$ cat src/rtl/mp_addsub_seq_pkg.sv
// mp_addsub_pkg: shared FSM state encoding and add/sub mode constants for mp_addsub_seq
package mp_addsub_pkg;
    typedef enum logic [1:0] {IDLE, RUN, DRAIN} state_t;
    localparam logic MODE_ADD = 1'b0;
    localparam logic MODE_SUB = 1'b1;
endpackage

$ cat src/rtl/mp_addsub_seq_if.sv
// mp_addsub_seq_if: operand/result stream and flag bundle of the multi-precision add/sub sequencer
//   master: start, mode, in_valid, in_a, in_b, in_last, out_ready
//   slave : in_ready, out_valid, out_sum, out_last, done, carry, ovf, zero, err
interface mp_addsub_seq_if #(parameter int N = 8);
    logic         start, mode;
    logic         in_valid, in_ready, in_last;
    logic [N-1:0] in_a, in_b;
    logic         out_valid, out_ready, out_last;
    logic [N-1:0] out_sum;
    logic         done, carry, ovf, zero, err;
    modport master (
        output start, mode, in_valid, in_a, in_b, in_last, out_ready,
        input  in_ready, out_valid, out_sum, out_last, done, carry, ovf, zero, err
    );
    modport slave (
        input  start, mode, in_valid, in_a, in_b, in_last, out_ready,
        output in_ready, out_valid, out_sum, out_last, done, carry, ovf, zero, err
    );
endinterface

$ cat src/rtl/mp_addsub_seq_addsub.sv
// addSub: N-bit add/subtract slice
//   a, b, cin, mode(0 add / 1 sub) in; sum, cout (add carry), borrow (sub borrow) out
module addSub #(parameter int N = 8) (
    input  logic [N-1:0] a,
    input  logic [N-1:0] b,
    input  logic         cin,
    input  logic         mode,
    output logic [N-1:0] sum,
    output logic         cout,
    output logic         borrow
);
    logic [N:0] add_r, sub_r;
    assign add_r  = {1'b0, a} + {1'b0, b} + {{N{1'b0}}, cin};
    // a-b-cin never drops below -2^N, so bit N flags a negative result, i.e. a < b+cin
    assign sub_r  = {1'b0, a} - {1'b0, b} - {{N{1'b0}}, cin};
    assign sum    = mode ? sub_r[N-1:0] : add_r[N-1:0];
    assign cout   = add_r[N];
    assign borrow = sub_r[N];
endmodule

$ cat src/rtl/mp_addsub_seq.sv
// mp_addsub_seq: multi-precision add/sub sequencer streaming K words LSB first through one addSub slice
//   clk, rst_n (async active-low); bus: mp_addsub_seq_if.slave (operand in, result out, final flags)
//   MPAS_LEN_CHECK_EN: bounds operands to MAX_WORDS words, forcing the last word and raising err
module mp_addsub_seq
    import mp_addsub_pkg::*;
#(
    parameter int N         = 8,
    parameter int MAX_WORDS = 16
) (
    input logic             clk,
    input logic             rst_n,
    mp_addsub_seq_if.slave  bus
);
    if (MAX_WORDS < 1) begin : g_bad_max_words
        $error("MAX_WORDS must be at least 1");
    end
    state_t       state, state_nx;
    logic         mode_q, chain, zacc;
    logic [N-1:0] s;
    logic         cout, borrow, c_word, accept, last_in, fin;
    addSub #(.N(N)) u_core (
        .a      (bus.in_a),
        .b      (bus.in_b),
        .cin    (chain),
        .mode   (mode_q),
        .sum    (s),
        .cout   (cout),
        .borrow (borrow)
    );
    // a stalled result blocks new input, so out_sum stays put while out_ready is low
    assign bus.in_ready = (state == RUN) && (!bus.out_valid || bus.out_ready);
    assign accept       = bus.in_valid && bus.in_ready;
    assign fin          = (state == DRAIN) && bus.out_valid && bus.out_ready;
    assign c_word       = (mode_q == MODE_SUB) ? borrow : cout;
`ifdef MPAS_LEN_CHECK_EN
    localparam int CW = $clog2(MAX_WORDS + 1);
    logic [CW-1:0] cnt;
    logic          forced, err_p;
    assign forced  = (cnt == CW'(MAX_WORDS - 1)) && !bus.in_last;
    assign last_in = bus.in_last || forced;
    always_ff @(posedge clk or negedge rst_n) begin
        if (!rst_n) begin
            cnt     <= '0;
            err_p   <= 1'b0;
            bus.err <= 1'b0;
        end else if (state == IDLE && bus.start) begin
            cnt     <= '0;
            err_p   <= 1'b0;
            bus.err <= 1'b0;
        end else begin
            if (accept) cnt <= cnt + 1'b1;
            if (accept && forced) err_p <= 1'b1;
            if (fin) bus.err <= err_p;
        end
    end
`else
    assign last_in = bus.in_last;
    assign bus.err = 1'b0;
`endif
    always_comb begin
        state_nx = (state == IDLE && bus.start)           ? RUN   :
                   (state == RUN && accept && last_in)    ? DRAIN :
                   fin                                    ? IDLE  : state;
    end
    always_ff @(posedge clk or negedge rst_n) begin
        if (!rst_n) state <= IDLE;
        else        state <= state_nx;
    end
    always_ff @(posedge clk or negedge rst_n) begin
        if (!rst_n) begin
            mode_q        <= MODE_ADD;
            chain         <= 1'b0;
            zacc          <= 1'b0;
            bus.out_valid <= 1'b0;
            bus.out_sum   <= '0;
            bus.out_last  <= 1'b0;
            bus.done      <= 1'b0;
            bus.carry     <= 1'b0;
            bus.ovf       <= 1'b0;
            bus.zero      <= 1'b0;
        end else begin
            bus.done <= fin;
            if (state == IDLE && bus.start) begin
                mode_q <= bus.mode;
                chain  <= 1'b0;
                zacc   <= 1'b1;
            end
            if (accept) begin
                bus.out_valid <= 1'b1;
                bus.out_sum   <= s;
                bus.out_last  <= last_in;
                chain         <= c_word;
                zacc          <= zacc && (s == '0);
                if (last_in) begin
                    bus.carry <= c_word;
                    bus.ovf   <= ((mode_q == MODE_SUB) ? (bus.in_a[N-1] != bus.in_b[N-1])
                                                       : (bus.in_a[N-1] == bus.in_b[N-1]))
                                 && (s[N-1] != bus.in_a[N-1]);
                    bus.zero  <= zacc && (s == '0);
                end
            end else if (bus.out_ready) begin
                bus.out_valid <= 1'b0;
            end
        end
    end
endmodule

$ cat src/flat_wrapper.sv
// flat-port wrapper written by rule: the top's interface ports become plain ports
module mp_addsub_seq_flat import mp_addsub_pkg::*;
#(
    parameter int N         = 8,
    parameter int MAX_WORDS = 16
)
  (clk, rst_n, bus_start, bus_mode, bus_in_valid, bus_in_a, bus_in_b, bus_in_last, bus_out_ready, bus_in_ready, bus_out_valid, bus_out_sum, bus_out_last, bus_done, bus_carry, bus_ovf, bus_zero, bus_err);
  mp_addsub_seq_if #(.N(N)) bus_i ();
  input logic clk;
  input logic rst_n;
  input wire logic [$bits(bus_i.start)-1:0] bus_start;
  input wire logic [$bits(bus_i.mode)-1:0] bus_mode;
  input wire logic [$bits(bus_i.in_valid)-1:0] bus_in_valid;
  input wire logic [$bits(bus_i.in_a)-1:0] bus_in_a;
  input wire logic [$bits(bus_i.in_b)-1:0] bus_in_b;
  input wire logic [$bits(bus_i.in_last)-1:0] bus_in_last;
  input wire logic [$bits(bus_i.out_ready)-1:0] bus_out_ready;
  output wire logic [$bits(bus_i.in_ready)-1:0] bus_in_ready;
  output wire logic [$bits(bus_i.out_valid)-1:0] bus_out_valid;
  output wire logic [$bits(bus_i.out_sum)-1:0] bus_out_sum;
  output wire logic [$bits(bus_i.out_last)-1:0] bus_out_last;
  output wire logic [$bits(bus_i.done)-1:0] bus_done;
  output wire logic [$bits(bus_i.carry)-1:0] bus_carry;
  output wire logic [$bits(bus_i.ovf)-1:0] bus_ovf;
  output wire logic [$bits(bus_i.zero)-1:0] bus_zero;
  output wire logic [$bits(bus_i.err)-1:0] bus_err;
  assign bus_i.start = bus_start;
  assign bus_i.mode = bus_mode;
  assign bus_i.in_valid = bus_in_valid;
  assign bus_i.in_a = bus_in_a;
  assign bus_i.in_b = bus_in_b;
  assign bus_i.in_last = bus_in_last;
  assign bus_i.out_ready = bus_out_ready;
  assign bus_in_ready = bus_i.in_ready;
  assign bus_out_valid = bus_i.out_valid;
  assign bus_out_sum = bus_i.out_sum;
  assign bus_out_last = bus_i.out_last;
  assign bus_done = bus_i.done;
  assign bus_carry = bus_i.carry;
  assign bus_ovf = bus_i.ovf;
  assign bus_zero = bus_i.zero;
  assign bus_err = bus_i.err;
  mp_addsub_seq #(.N(N), .MAX_WORDS(MAX_WORDS)) u_core (.clk(clk), .rst_n(rst_n), .bus(bus_i));
endmodule
$ cat config.mk
export PLATFORM = sky130hd
export DESIGN_NAME = mp_addsub_seq_flat
export DESIGN_NICKNAME = d
export VERILOG_FILES = /design/src/rtl/mp_addsub_seq_pkg.sv /design/src/rtl/mp_addsub_seq_if.sv /design/src/rtl/mp_addsub_seq_addsub.sv /design/src/rtl/mp_addsub_seq.sv /design/src/flat_wrapper.sv
export SDC_FILE = /design/constraint.sdc
export NUM_CORES = 1
export LEC_CHECK = 0
export BUFFER_PORTS_ARGS = -buffer_cell sky130_fd_sc_hd__buf_2
export CAP_MARGIN = 20
export CORE_MARGIN = 4
export CORE_UTILIZATION = 35
export CTS_BUF_LIST = sky130_fd_sc_hd__clkbuf_4 sky130_fd_sc_hd__clkbuf_8
export CTS_CLUSTER_SIZE = 16
export DETAILED_ROUTE_END_ITERATION = 10
export PLACE_DENSITY = 0.56
export SETUP_SLACK_MARGIN = 0.2
export SLEW_MARGIN = 0
export SYNTH_ARGS = -nofsm -noshare
export SYNTH_HDL_FRONTEND = slang
export SYNTH_SLANG_ARGS = --single-unit
$ cat constraint.sdc
create_clock -name clk -period 3.2 [get_ports clk]
set_input_delay 0.32 -clock clk [delete_from_list [all_inputs] [get_ports clk]]
set_output_delay 0.32 -clock clk [all_outputs]
set_load 0.03 [all_outputs]
==> flow_summary.yaml <==
drt:
  final_antenna_net_count: 0
  drc: 0
  drt_wl_total_mm: 3.63
  firstDrtPassIters: 4
  wire_per_inst_um: 12.3
  drt_iter0_drc: 67
  vias: 1418
  routed_via_density: 4.82
global_routing:
  grt_first_pass_wirelength_mm: 6.22
  met3_usage_pct: 1.61
  grt_pass1_vias: 1374
  grtUsageTotal_pct: 12.5
  busiest_layer: "met2"
  grtUsageMet1_pct: 17.2
  use_met2_pct: 20.6
  antenna_found_initial: 0
  grt_max_degree: 20
  grt-ovfl-total: 0
critical_path:
  endpoint_kind: "flop"
  critPathRequiredTime_ps: 3370
  cp-start-kind: "flop"
  worst-path-max-fanout: 3
  arrival_ps: 2890
  critical_path_class: "flop to flop"
clock_network:
  cts_sinks: 19
  root_buffer: "clkbuf_8"
  cts_tree: "yes"
  ctsHoldBuffers: 0
  htree_levels: 1
  ctsResizeCount: 0
  postCtsSetupBuffers: 0
  cts_max_path_buffers: 2
  cts_buffers: 3
  insertion_delay_ps: 260
  path_clk_slew_ps: 70
sta:
  rsz0062_at_grt: "no"
  hold_violations: 19
  final.min_clock_period_ps: 2720
  finClkSkew_ps: 6.05
  fin_hold_ws_ps: -16.5
  fmax_ghz: 0.368
  fin_ws_ps: 484
  maxSlewHeadroom_pct: 60.7
  tightestPinTransition_ps: 589
  slew_violations: 0
  setup_viol: 0
  period_share_pct: 84.9
  setup-tns-final_ps: 0
yosys:
  synth_edf_count: 0
  synth-seq-cells: 19
  synth_top_cell_area_share_pct: 27.6
  ys_seq_area_share_pct: 27.6
  synth_top_flop_cell: "dfrtp_1"
  async_flop_share_pct: 100
  syn_nets: 238
  synth_cells: 190
  yosys_warnings: 0
  synth_top_cell_by_area: "dfrtp_1"
  ys_top_cells_by_area: "dfrtp_1 (28%), ha_1 (15%), inv_1 (5.0%)"
  netlist-cell-type-count: 47
  avgSynthCellArea_sq_um: 9.08
  synthesis.area_sq_um: 1730
final_layout:
  layout-drive-gt1-share_pct: 22.5
  final_common_cell: "buf_2"
  regArea_sq_um: 475
  final_cell_mix: "buf_2 (37), inv_1 (23), ha_1 (21)"
  syn2layout_area_growth_pct: 17.0
  final_nets: 276
  fin_cells: 294
  final_area_sq_um: 2020
  diodes: 0
  multi_input_area_sq_um: 1130
  fillers: 507
  final_util_pct: 42.4
placed_design:
  preCtsSetupSlack_ps: 380
  placedCellCount: 290
  place_area_sq_um: 1970
  numPortBuffers: 37
  dp_hpwl_mm: 3.04
  routabilityCongestion: 0.785
run_status:
  violations: "hold timing"
  status: "complete, but fails checks"
die:
  ios: 39
  rows: 25
  die_x_um: 78.2
  start_util_pct: 36.3
  core_sq_um: 4750
  die-area_sq_um: 6120
  die_h_um: 78.2
pwr:
  pwr-share-clk_pct: 24.6
  power_density_nw_per_um2: 332
  finalPower_uw: 670
  power.net_switching_uw: 229
  p_sw_share_pct: 34.2
  intPower_uw: 441
  combPwrFrac_pct: 38.1
  ir_drop_uv: 93.6
  power_frac_seq_pct: 37.3
  p_leak_nw: 1.01
flow_run:
  maxCapViolations: 0
min_path:
  min_path_type: "primary input to asynchronous set/reset pin"
[worst max-delay path, stage by stage (launching register included)]
cell	delay, ps
dfrtp_1	400
fa_1	180
inv_1	70
fa_1	400
nand2b_1	200
a2111oi_4	400
or3_1	150
a31oi_1	90
or4_4	530
o31ai_2	220
[area by class of cell]
cell class	count	area share, %
well taps	67	4.15
clock buffers	3	2.05
inverters	25	4.65
clock inverters	1	0.248
repair buffers	37	9.18
flip-flops and latches	19	23.6
multi-input cells	142	56.2
[cells in the mapped netlist, drive strengths merged (2+ instances only)]
cell type  count
nand3          3
nor3           4
o21a           2
or3            2
nand2b         4
nand2         14
mux2i          3
ha            21
a211oi         2
dfrtp         19
nor3b          2
nor2b          4
o31ai          4
or2            3
or4            2
inv           25
fa             4
nor2           7
mux2           3
clkbuf         2
xnor2          9
a21oi          9
o2111ai        2
o21ai         17
buf            2
xor2           4
[metal layers]
layer,vias up,share of wire (%)
li1,735,-
met1,648,51
met2,30,44
met3,5,4.0
met4,0,1.1
met5,-,0
[cell families after synthesis]
logic type | share of synthesized area, %
AND/OR/NAND/NOR | 14.9
XOR/XNOR | 6.60
buffers and inverters | 6.74
other | 0.217
flip-flops | 27.6
AO/OA/AOI/OAI | 20.5
adder cells (fa/ha/maj) | 19.9
multiplexers | 3.70
[flip-flops by register name (all words and copies together), names as in the netlist]
name	count
u_core.bus.carry	1
u_core.bus.done	1
u_core.bus.out_last	1
u_core.bus.out_sum	8
u_core.bus.out_valid	1
u_core.bus.ovf	1
u_core.bus.zero	1
u_core.chain	1
u_core.mode_q	1
u_core.state	2
u_core.zacc	1
[worst paths after layout]
kind	slack, ps	start	depth (start not counted)	to
min in group clk	270	bus_mode	3	u_core.mode_q$_DFFE_PN0P_
max reg2reg	480	u_core.chain$_DFFE_PN0P_	9	u_core.bus.zero$_DFFE_PN0P_
min	-20	rst_n	1	u_core.bus.out_last$_DFFE_PN0P_
max	480	u_core.chain$_DFFE_PN0P_	9	u_core.bus.zero$_DFFE_PN0P_
max in group asynchronous	2920	rst_n	1	u_core.bus.out_sum[6]$_DFFE_PN0P_
min reg2reg	470	u_core.bus.out_last$_DFFE_PN0P_	2	u_core.bus.out_last$_DFFE_PN0P_
[power groups by stage]
stage / sequential (mW) / combinational [mW] / clock [mW]
CTS: 0.250 / 0.257 / 0.170
finish: 0.250 / 0.255 / 0.165
detailed placement: 0.255 / 0.255 / 0
floorplan: 0.250 / 0.195 / 0
global placement: 0.255 / 0.255 / 0
global route: 0.251 / 0.289 / 0.182
Power figures use the tool's default switching activity.
